### src/rtl/dmem_port_arbiter.sv
//------------------------------------------------------------------------------
// dmem_port_arbiter: CPU/DMA arbiter for the shared 3-lane data memory.
// Revision: 1.0
//------------------------------------------------------------------------------
`default_nettype none

module dmem_port_arbiter #(
  parameter int AW         = 10,
  parameter int LW         = 18,
  parameter int LANES      = 3,
  parameter int MAX_BURST  = 16,
  parameter int STARVE_MAX = 8
) (
  input  logic                  CLK,
  input  logic                  RST,
  // CPU (MEM stage) port
  input  logic                  cpu_req,
  input  logic                  cpu_we,
  input  logic [AW-1:0]         cpu_a1,
  input  logic [AW-1:0]         cpu_a2,
  input  logic [AW-1:0]         cpu_a3,
  input  logic [LANES*LW-1:0]   cpu_wd,
  output logic                  cpu_stall,
  output logic [LANES*LW-1:0]   cpu_rd,
  output logic                  cpu_rvalid,
  // DMA (image loader) port
  input  logic                  dma_req,
  input  logic                  dma_we,
  input  logic                  dma_last,
  input  logic [AW-1:0]         dma_addr,
  input  logic [LANES*LW-1:0]   dma_wd,
  output logic                  dma_gnt,
  output logic [LANES*LW-1:0]   dma_rd,
  output logic                  dma_rvalid,
  // Memory side
  output logic [AW-1:0]         mem_a1,
  output logic [AW-1:0]         mem_a2,
  output logic [AW-1:0]         mem_a3,
  output logic [LANES*LW-1:0]   mem_wd,
  output logic                  mem_we,
  input  logic [LANES*LW-1:0]   mem_rd
);

  localparam logic [7:0] C_STARVE_MAX = 8'(STARVE_MAX);
  localparam logic [8:0] C_MAX_BURST  = 9'(MAX_BURST);

  typedef enum logic [0:0] {
    S_CPU = 1'b0,
    S_DMA = 1'b1
  } state_e;

  state_e     st_q, st_d;
  logic [7:0] beat_cnt_q, beat_cnt_d;
  logic [7:0] starve_cnt_q, starve_cnt_d;
  logic       rd_valid_q, rd_valid_d;
  logic       rd_owner_q, rd_owner_d;

  logic       cpu_gnt;
  logic [8:0] beat_inc;
  logic       burst_end;

  assign beat_inc  = {1'b0, beat_cnt_q} + 9'd1;
  assign burst_end = dma_last | (beat_inc >= C_MAX_BURST);

  // Grant: CPU has priority in S_CPU unless the DMA has been starved too long;
  // inside a locked burst the DMA keeps the port while it keeps requesting.
  always_comb begin
    cpu_gnt = 1'b0;
    dma_gnt = 1'b0;
    case (st_q)
      S_DMA: begin
        dma_gnt = dma_req;
        cpu_gnt = cpu_req & ~dma_req;
      end
      default: begin
        cpu_gnt = cpu_req & (starve_cnt_q != C_STARVE_MAX);
        dma_gnt = dma_req & ~cpu_gnt;
      end
    endcase
  end

  assign cpu_stall = cpu_req & ~cpu_gnt;

  always_comb begin
    st_d       = st_q;
    beat_cnt_d = beat_cnt_q;
    case (st_q)
      S_CPU: begin
        if (dma_gnt && !dma_last) begin
          st_d       = S_DMA;
          beat_cnt_d = 8'd1;
        end
      end
      S_DMA: begin
        if (!dma_req || burst_end) begin
          st_d       = S_CPU;
          beat_cnt_d = 8'd0;
        end else begin
          beat_cnt_d = beat_cnt_q + 8'd1;
        end
      end
      default: begin
        st_d       = S_CPU;
        beat_cnt_d = 8'd0;
      end
    endcase
  end

  always_comb begin
    starve_cnt_d = starve_cnt_q;
    if (dma_gnt || !dma_req) begin
      starve_cnt_d = 8'd0;
    end else if (starve_cnt_q != C_STARVE_MAX) begin
      starve_cnt_d = starve_cnt_q + 8'd1;
    end
  end

  // One read is in flight at most; the owner bit steers its valid strobe.
  assign rd_valid_d = (cpu_gnt & ~cpu_we) | (dma_gnt & ~dma_we);
  assign rd_owner_d = dma_gnt;

  always_ff @(posedge CLK) begin
    if (RST) begin
      st_q         <= S_CPU;
      beat_cnt_q   <= 8'd0;
      starve_cnt_q <= 8'd0;
      rd_valid_q   <= 1'b0;
      rd_owner_q   <= 1'b0;
    end else begin
      st_q         <= st_d;
      beat_cnt_q   <= beat_cnt_d;
      starve_cnt_q <= starve_cnt_d;
      rd_valid_q   <= rd_valid_d;
      rd_owner_q   <= rd_owner_d;
    end
  end

  assign cpu_rvalid = rd_valid_q & ~rd_owner_q;
  assign dma_rvalid = rd_valid_q &  rd_owner_q;
  assign cpu_rd     = mem_rd;
  assign dma_rd     = mem_rd;

  // DMA lanes are consecutive words; the additions wrap modulo 2^AW.
  always_comb begin
    mem_a1 = cpu_a1;
    mem_a2 = cpu_a2;
    mem_a3 = cpu_a3;
    mem_wd = cpu_wd;
    if (dma_gnt) begin
      mem_a1 = dma_addr;
      mem_a2 = dma_addr + AW'(1);
      mem_a3 = dma_addr + AW'(2);
      mem_wd = dma_wd;
    end
  end

  assign mem_we = (cpu_gnt & cpu_we) | (dma_gnt & dma_we);

endmodule

`default_nettype wire
### config.mk
export PLATFORM = sky130hd
export DESIGN_NAME = dmem_port_arbiter
export DESIGN_NICKNAME = d
export VERILOG_FILES = /design/src/rtl/dmem_port_arbiter.sv
export SDC_FILE = /design/constraint.sdc
export NUM_CORES = 1
export LEC_CHECK = 0
export CAP_MARGIN = 20
export CORE_AREA = 2 2 157 159
export DETAILED_ROUTE_END_ITERATION = 6
export DIE_AREA = 0 0 159 161
export PLACE_DENSITY = 0.59
export RECOVER_POWER = 25
export REMOVE_ABC_BUFFERS = 1
export SKIP_LAST_GASP = 1
export SLEW_MARGIN = 0
export SYNTH_ARGS = -nofsm -noshare
export SYNTH_HDL_FRONTEND = slang
export SYNTH_SLANG_ARGS = --single-unit
### constraint.sdc
create_clock -name CLK -period 4.4 [get_ports CLK]
set_input_delay 0.44 -clock CLK [delete_from_list [all_inputs] [get_ports CLK]]
set_output_delay 0.44 -clock CLK [all_outputs]
set_load 0.01 [all_outputs]
# [Yosys cells after proc, flatten, opt, wreduce, memory -nomap -nowiden]
# Cells that the tools add are included.
[totals] reg_bits=19 elab_cells=51 output_inout_bits=197 inputBits=209
[classes] order_cmp=1 n_reduce_logical=6 n_bitwise=20 n_eq_ne=2 mux=12 n_addsub=5
[ops] cell="2-to-1 mux 54 bit" count=1
[ops] cell="2-to-1 mux 10 bit" count=3
[ops] cell="adder 8 x 1 -> 8 bit (second input constant)" count=2
[ops] cell="2-to-1 mux 8 bit" count=2
[ops] cell="case mux 8 bit (2 select lines)" count=1
[ops] cell="adder 10 x 1 -> 10 bit (second input constant)" count=1
[ops] cell="adder 10 x 2 -> 10 bit (second input constant)" count=1
[ops] cell="AND 1 bit" count=10
[ops] cell="adder 8 x 1 -> 9 bit (second input constant)" count=1
[ops] cell="greater-or-equal comparator 9 x 5 -> 1 bit (second input constant)" count=1
[ops] cell="!= test 8 x 4 -> 1 bit (second input constant)" count=1
[ops] cell="inverter 1 bit" count=7
[ops] cell="2-to-1 mux 1 bit" count=4
[ops] cell="bitwise OR 1 bit" count=3
[ops] cell="logical NOT 1 bit" count=2
[ops] cell="logical OR 1 bit" count=2
[ops] cell="!= test 2 bit (second input constant)" count=1
[ops] cell="case mux 1 bit (2 select lines)" count=1
[ops] cell="OR reduction 2 bit" count=1
[ops] cell="logical AND 1 bit" count=1

# [Depth between registers and ports, before layout]
[logic_depth] ltp_word=8 ltp_mapped=10 depth_no_buf=8

# [Least setup slack after synthesis]
# OpenSTA, ideal clock, no wires.
[synth_path] kind="reg-to-output" startpoint="register starve_cnt_q[1]" endpoint="output port mem_a2[2]" required_time_ns=3.960 stages_incl_launch_ff=8 setup_slack_ns=2.341 arrival_ns=1.619 path_cell_list="dfxtp_1 inv_1 ha_1 nor4b_2 nand3_2 a31o_4 clkbuf_1 o21ai_0"
[synth_between] elab_chain_len=6
[synth_lines] item="start: declaration" line_no="54" source="logic [7:0] starve_cnt_q, starve_cnt_d;"
[synth_lines] item="start signal: assignment" line_no="132" source="starve_cnt_q <= starve_cnt_d;"
[synth_lines] item="!= test 8 x 4 -> 1 bit" line_no="76" source="cpu_gnt = cpu_req & (starve_cnt_q != C_STARVE_MAX);"
[synth_lines] item="AND 1 bit" line_no="76"
[synth_lines] item="inverter 1 bit" line_no="77" source="dma_gnt = dma_req & ~cpu_gnt;"
[synth_lines] item="AND 1 bit" line_no="77"
[synth_lines] item="2-to-1 mux 1 bit" line_no="70" source="case (st_q)"
[synth_lines] item="2-to-1 mux 10 bit" line_no="149" source="if (dma_gnt) begin"
[synth_lines] item="end: declaration" line_no="37" source="output logic [AW-1:0] mem_a2,"
# No other way between the ends.

# [Worst setup path after layout]
[layout_path] startpoint="register starve_cnt_q[1]" endpoint="output port mem_wd[36]"
[layout_between] elab_chain_len=6
[layout_lines] item="!= test 8 x 4 -> 1 bit" line_no="76"
[layout_lines] item="AND 1 bit" line_no="76"
[layout_lines] item="inverter 1 bit" line_no="77"
[layout_lines] item="AND 1 bit" line_no="77"
[layout_lines] item="2-to-1 mux 1 bit" line_no="70"
[layout_lines] item="2-to-1 mux 54 bit" line_no="149"
[layout_lines] item="end: declaration" line_no="39" source="output logic [LANES*LW-1:0] mem_wd,"
# No other way between the ends.

==> results.py <==
metrics = {
    "outcome": {
        "status": "complete, no violations",
    },
    "job": {
        "timing.max_cap.violations": 0,
    },
    "route": {
        "routed_wire_length_per_instance_microns": 22.2,
        "wl_mm": 21.0,
        "detail_route.first_pass.iterations": 5,
        "routed_via_density": 3.83,
        "drc_errors": 0,
        "detailedRoute.firstIterationViolations": 234,
        "dr_total_vias": 3626,
        "route.antenna.remaining_nets": 0,
    },
    "die": {
        "initial_utilization_pct": 12.7,
        "die_height_microns": 161,
        "die_width_microns": 159,
        "floorplan.rows": 57,
        "ioPinCount": 406,
        "core_region_area_sq_um": 24000,
        "floorplan.die_area_sq_um": 25600,
    },
    "worst_setup_path": {
        "crit_path_start": "starve_cnt_q[1]$_SDFFE_PP0N_",
        "crit_path_cell_trace": "inv_1 > ha_1 > nor4b_2 > nand3_2 > a31o_4 > clkinv_2 > buf_12 > nand2_1 > nand2_1 > clkdlybuf4s50_1",
        "worst_setup_path_start_kind": "flip-flop",
        "critPathMaxStageDelay_ns": 0.58,
        "critical_path.n_buffers_inverters": 4,
        "critical_path.endpoint": "mem_wd[36]",
        "critPathMostFrequentCell": "nand2_1",
        "worst_path_max_delay_cell": "clkdlybuf4s50_1",
        "end_kind": "output pin",
        "reg_to_reg_startpoint": "starve_cnt_q[0]$_SDFFE_PP0N_",
        "reg2reg_slack_ns": 2.15,
        "timing.setup.critical_path_class": "reg2out",
        "r2r-end": "rd_valid_q$_SDFF_PP0_",
        "worst_ep_arrival_time_ns": 2.84,
        "critical_path_depth": 10,
        "crit_path_max_fanout": 30,
        "worstPathRequired_ns": 3.96,
        "crit_family": "buffers and inverters",
        "worstRegToRegCells": 9,
    },
    "clocking": {
        "cts_tree": "done",
        "ctsResizeCount": 0,
        "clockBufferDepth": 2,
        "clock-root-buffer": "clkbuf_16",
        "tritoncts_num_sinks": 19,
        "path_clk_slew_ns": 0.05,
        "cts.repair_timing.setup_buffer_count": 0,
        "cts_inserted_buffers": 3,
        "cts_hold_repair.buffers": 0,
        "clock_latency_on_the_worst_skew_pair_ns": 0.26,
        "maximum_level_of_the_cts_h_tree": 1,
    },
    "sta": {
        "timing.final.max_slew_violations": 0,
        "rsz_0062_raised_after_global_routing": "no",
        "period_minus_slack_ns": 3.28,
        "max_slew.worst_pin.slew_ns": 0.705,
        "report.final.setup_viol": 0,
        "maxSlewHeadroom_pct": 52.6,
        "hold_viol_final": 0,
        "post-route-period-util_pct": 74.6,
        "max_freq_mhz": 305,
        "timing.clock.skew_ns": 0.00623,
        "finalSetupTns_ns": 0,
        "postLayoutSetupSlackWorst_ns": 1.12,
    },
    "logic_synthesis": {
        "yosys_register_bits": 19,
        "netlist-cell-type-count": 39,
        "ys_warn_count": 0,
        "post_synth_instance_area_sq_um": 3050,
        "synth_largest_area_cell": "nand2_1",
        "sequential_area_share_after_synthesis_pct": 12.5,
        "yosys.area.top_type_share_pct": 27.7,
        "synthArstFlopShare_pct": 0,
        "number_of_synthesized_flops_with_an_enable_pin": 0,
        "netlist_instances": 500,
        "synth_area_leaders": "nand2_1, buf_4, dfxtp_1",
        "postSynthAreaPerCell_sq_um": 6.09,
        "synthFlopType": "dfxtp_1",
        "most_frequent_cells_after_synthesis": "nand2_1, buf_4, nor2_1, dfxtp_1, o21ai_0",
        "synth_most_common_cell": "nand2_1",
    },
    "layout": {
        "drive_above_1_share_pct": 2.57,
        "insertedDiodeCount": 0,
        "fillers": 2726,
        "areaGrowthSynthToFinish_pct": 65.4,
        "final_net_count": 838,
    },
    "power": {
        "worst_ir_drop_vdd_mv": 0.136,
        "p_per_area_nw_per_um2": 166,
        "total_leakage_power_nw": 2.11,
    },
    "global_routing": {
        "antenna_found_initial": 0,
        "gr-usage-all-layers_pct": 15.4,
        "grt_pass1_wl_mm": 27.6,
        "grt_overflow": 0,
        "largest_net_degree_at_the_start_of_global_routing": 104,
        "number_of_global_route_vias_before_repair": 3420,
    },
    "place": {
        "finalWeightedCongestion": 0.892,
        "io_buffer_count": 243,
        "post_placement_setup_slack_ns": 1.31,
        "dpl.hpwl_mm": 18.1,
    },
    "min_path": {
        "hp-class": "reg2reg",
    },
}
## metal layers
metal | GRT usage [%] | vias to the layer above | wire, microns
met2 | 22.7 | 311 | 8640
met4 | 1.32 | 6 | 100
met5 | 9.47 | - | 270
met1 | 16.0 | 1598 | 8000
met3 | 14.2 | 15 | 3970
li1 | - | 1696 | -
## cells in the final DEF, fill, tap and decap left out, types with 2 or more instances in the layout
master | Yosys | layout
a21o_1 | 2 | 2
and2_1 | 6 | 6
nor3_1 | 2 | 2
nand2b_1 | 3 | 3
a21oi_1 | 2 | 2
clkinv_2 | 1 | 2
a2111oi_2 | 2 | 2
clkdlybuf4s50_1 | 0 | 243
inv_1 | 6 | 6
clkbuf_16 | 0 | 3
xor2_1 | 12 | 12
dfxtp_1 | 19 | 19
nand3_1 | 11 | 11
o21ai_1 | 2 | 2
buf_12 | 0 | 2
o21ai_0 | 16 | 16
buf_4 | 108 | 2
nor2_1 | 23 | 23
nand4_1 | 4 | 4
xnor2_1 | 10 | 10
nor3b_1 | 2 | 2
ha_1 | 6 | 6
nand2_1 | 225 | 225
and3_1 | 2 | 2
## worst min path at each step
stage	start	end	slack (ns)	cells after the start
CTS	beat_cnt_q[4]$_SDFFE_PP0P_	beat_cnt_q[4]$_SDFFE_PP0P_	0.51	1
global route	starve_cnt_q[0]$_SDFFE_PP0N_	starve_cnt_q[0]$_SDFFE_PP0N_	0.53	1
detailed placement	beat_cnt_q[5]$_SDFFE_PP0P_	beat_cnt_q[5]$_SDFFE_PP0P_	0.50	1
floorplan	starve_cnt_q[0]$_SDFFE_PP0N_	starve_cnt_q[0]$_SDFFE_PP0N_	0.45	1
global placement	starve_cnt_q[0]$_SDFFE_PP0N_	starve_cnt_q[0]$_SDFFE_PP0N_	0.47	1
finish	starve_cnt_q[0]$_SDFFE_PP0N_	starve_cnt_q[0]$_SDFFE_PP0N_	0.51	1
## metrics by stage
step                      instances  hold slack [ns]  util [%]  area (sq um)  power, mW
after floorplan                 371            0.449         -          2070      0.319
after global placement          942            0.469      20.7          4960      0.651
after detailed placement        942            0.502      20.7          4960      0.653
after CTS                       946            0.510      21.0          5040      0.849
after global routing            946            0.531      21.0          5040      0.882
final                           946            0.508      21.0          5040      0.835
## report_power, final
group | internal, mW | total, mW | switching [mW]
registers | 0.175 | 0.177 | 0.00234
logic | 0.282 | 0.468 | 0.186
clock network | 0.122 | 0.191 | 0.0687
## sequential cells by signal, indices dropped and copies added (netlist names)
name,cells
beat_cnt_q,8
rd_owner_q,1
rd_valid_q,1
st_q,1
starve_cnt_q,8
## area by class of cell
type / count / area [sq um] / area share, %
repair buffers: 247 / 2490 / 49.4
multi-input cells: 345 / 1660 / 32.9
well taps: 324 / 405 / 8.04
flip-flops and latches: 19 / 380 / 7.55
clock buffers: 3 / 75.1 / 1.49
inverters: 7 / 27.5 / 0.546
clock inverters: 1 / 5.00 / 0.0993
## cell families (layout without fill, tap and decap cells)
kind of cell	Yosys count	count (layout)	share of synthesized area, %
and+or+nand+nor	284	284	38.0
buffers and inverters	136	258	33.1
AOI/OAI and AO/OA	33	33	7.64
xor gates and xnor gates	22	22	6.32
DFF	19	19	12.5
adders and majority gates	6	6	2.46
Note: power is estimated with default switching activity, not from simulation.
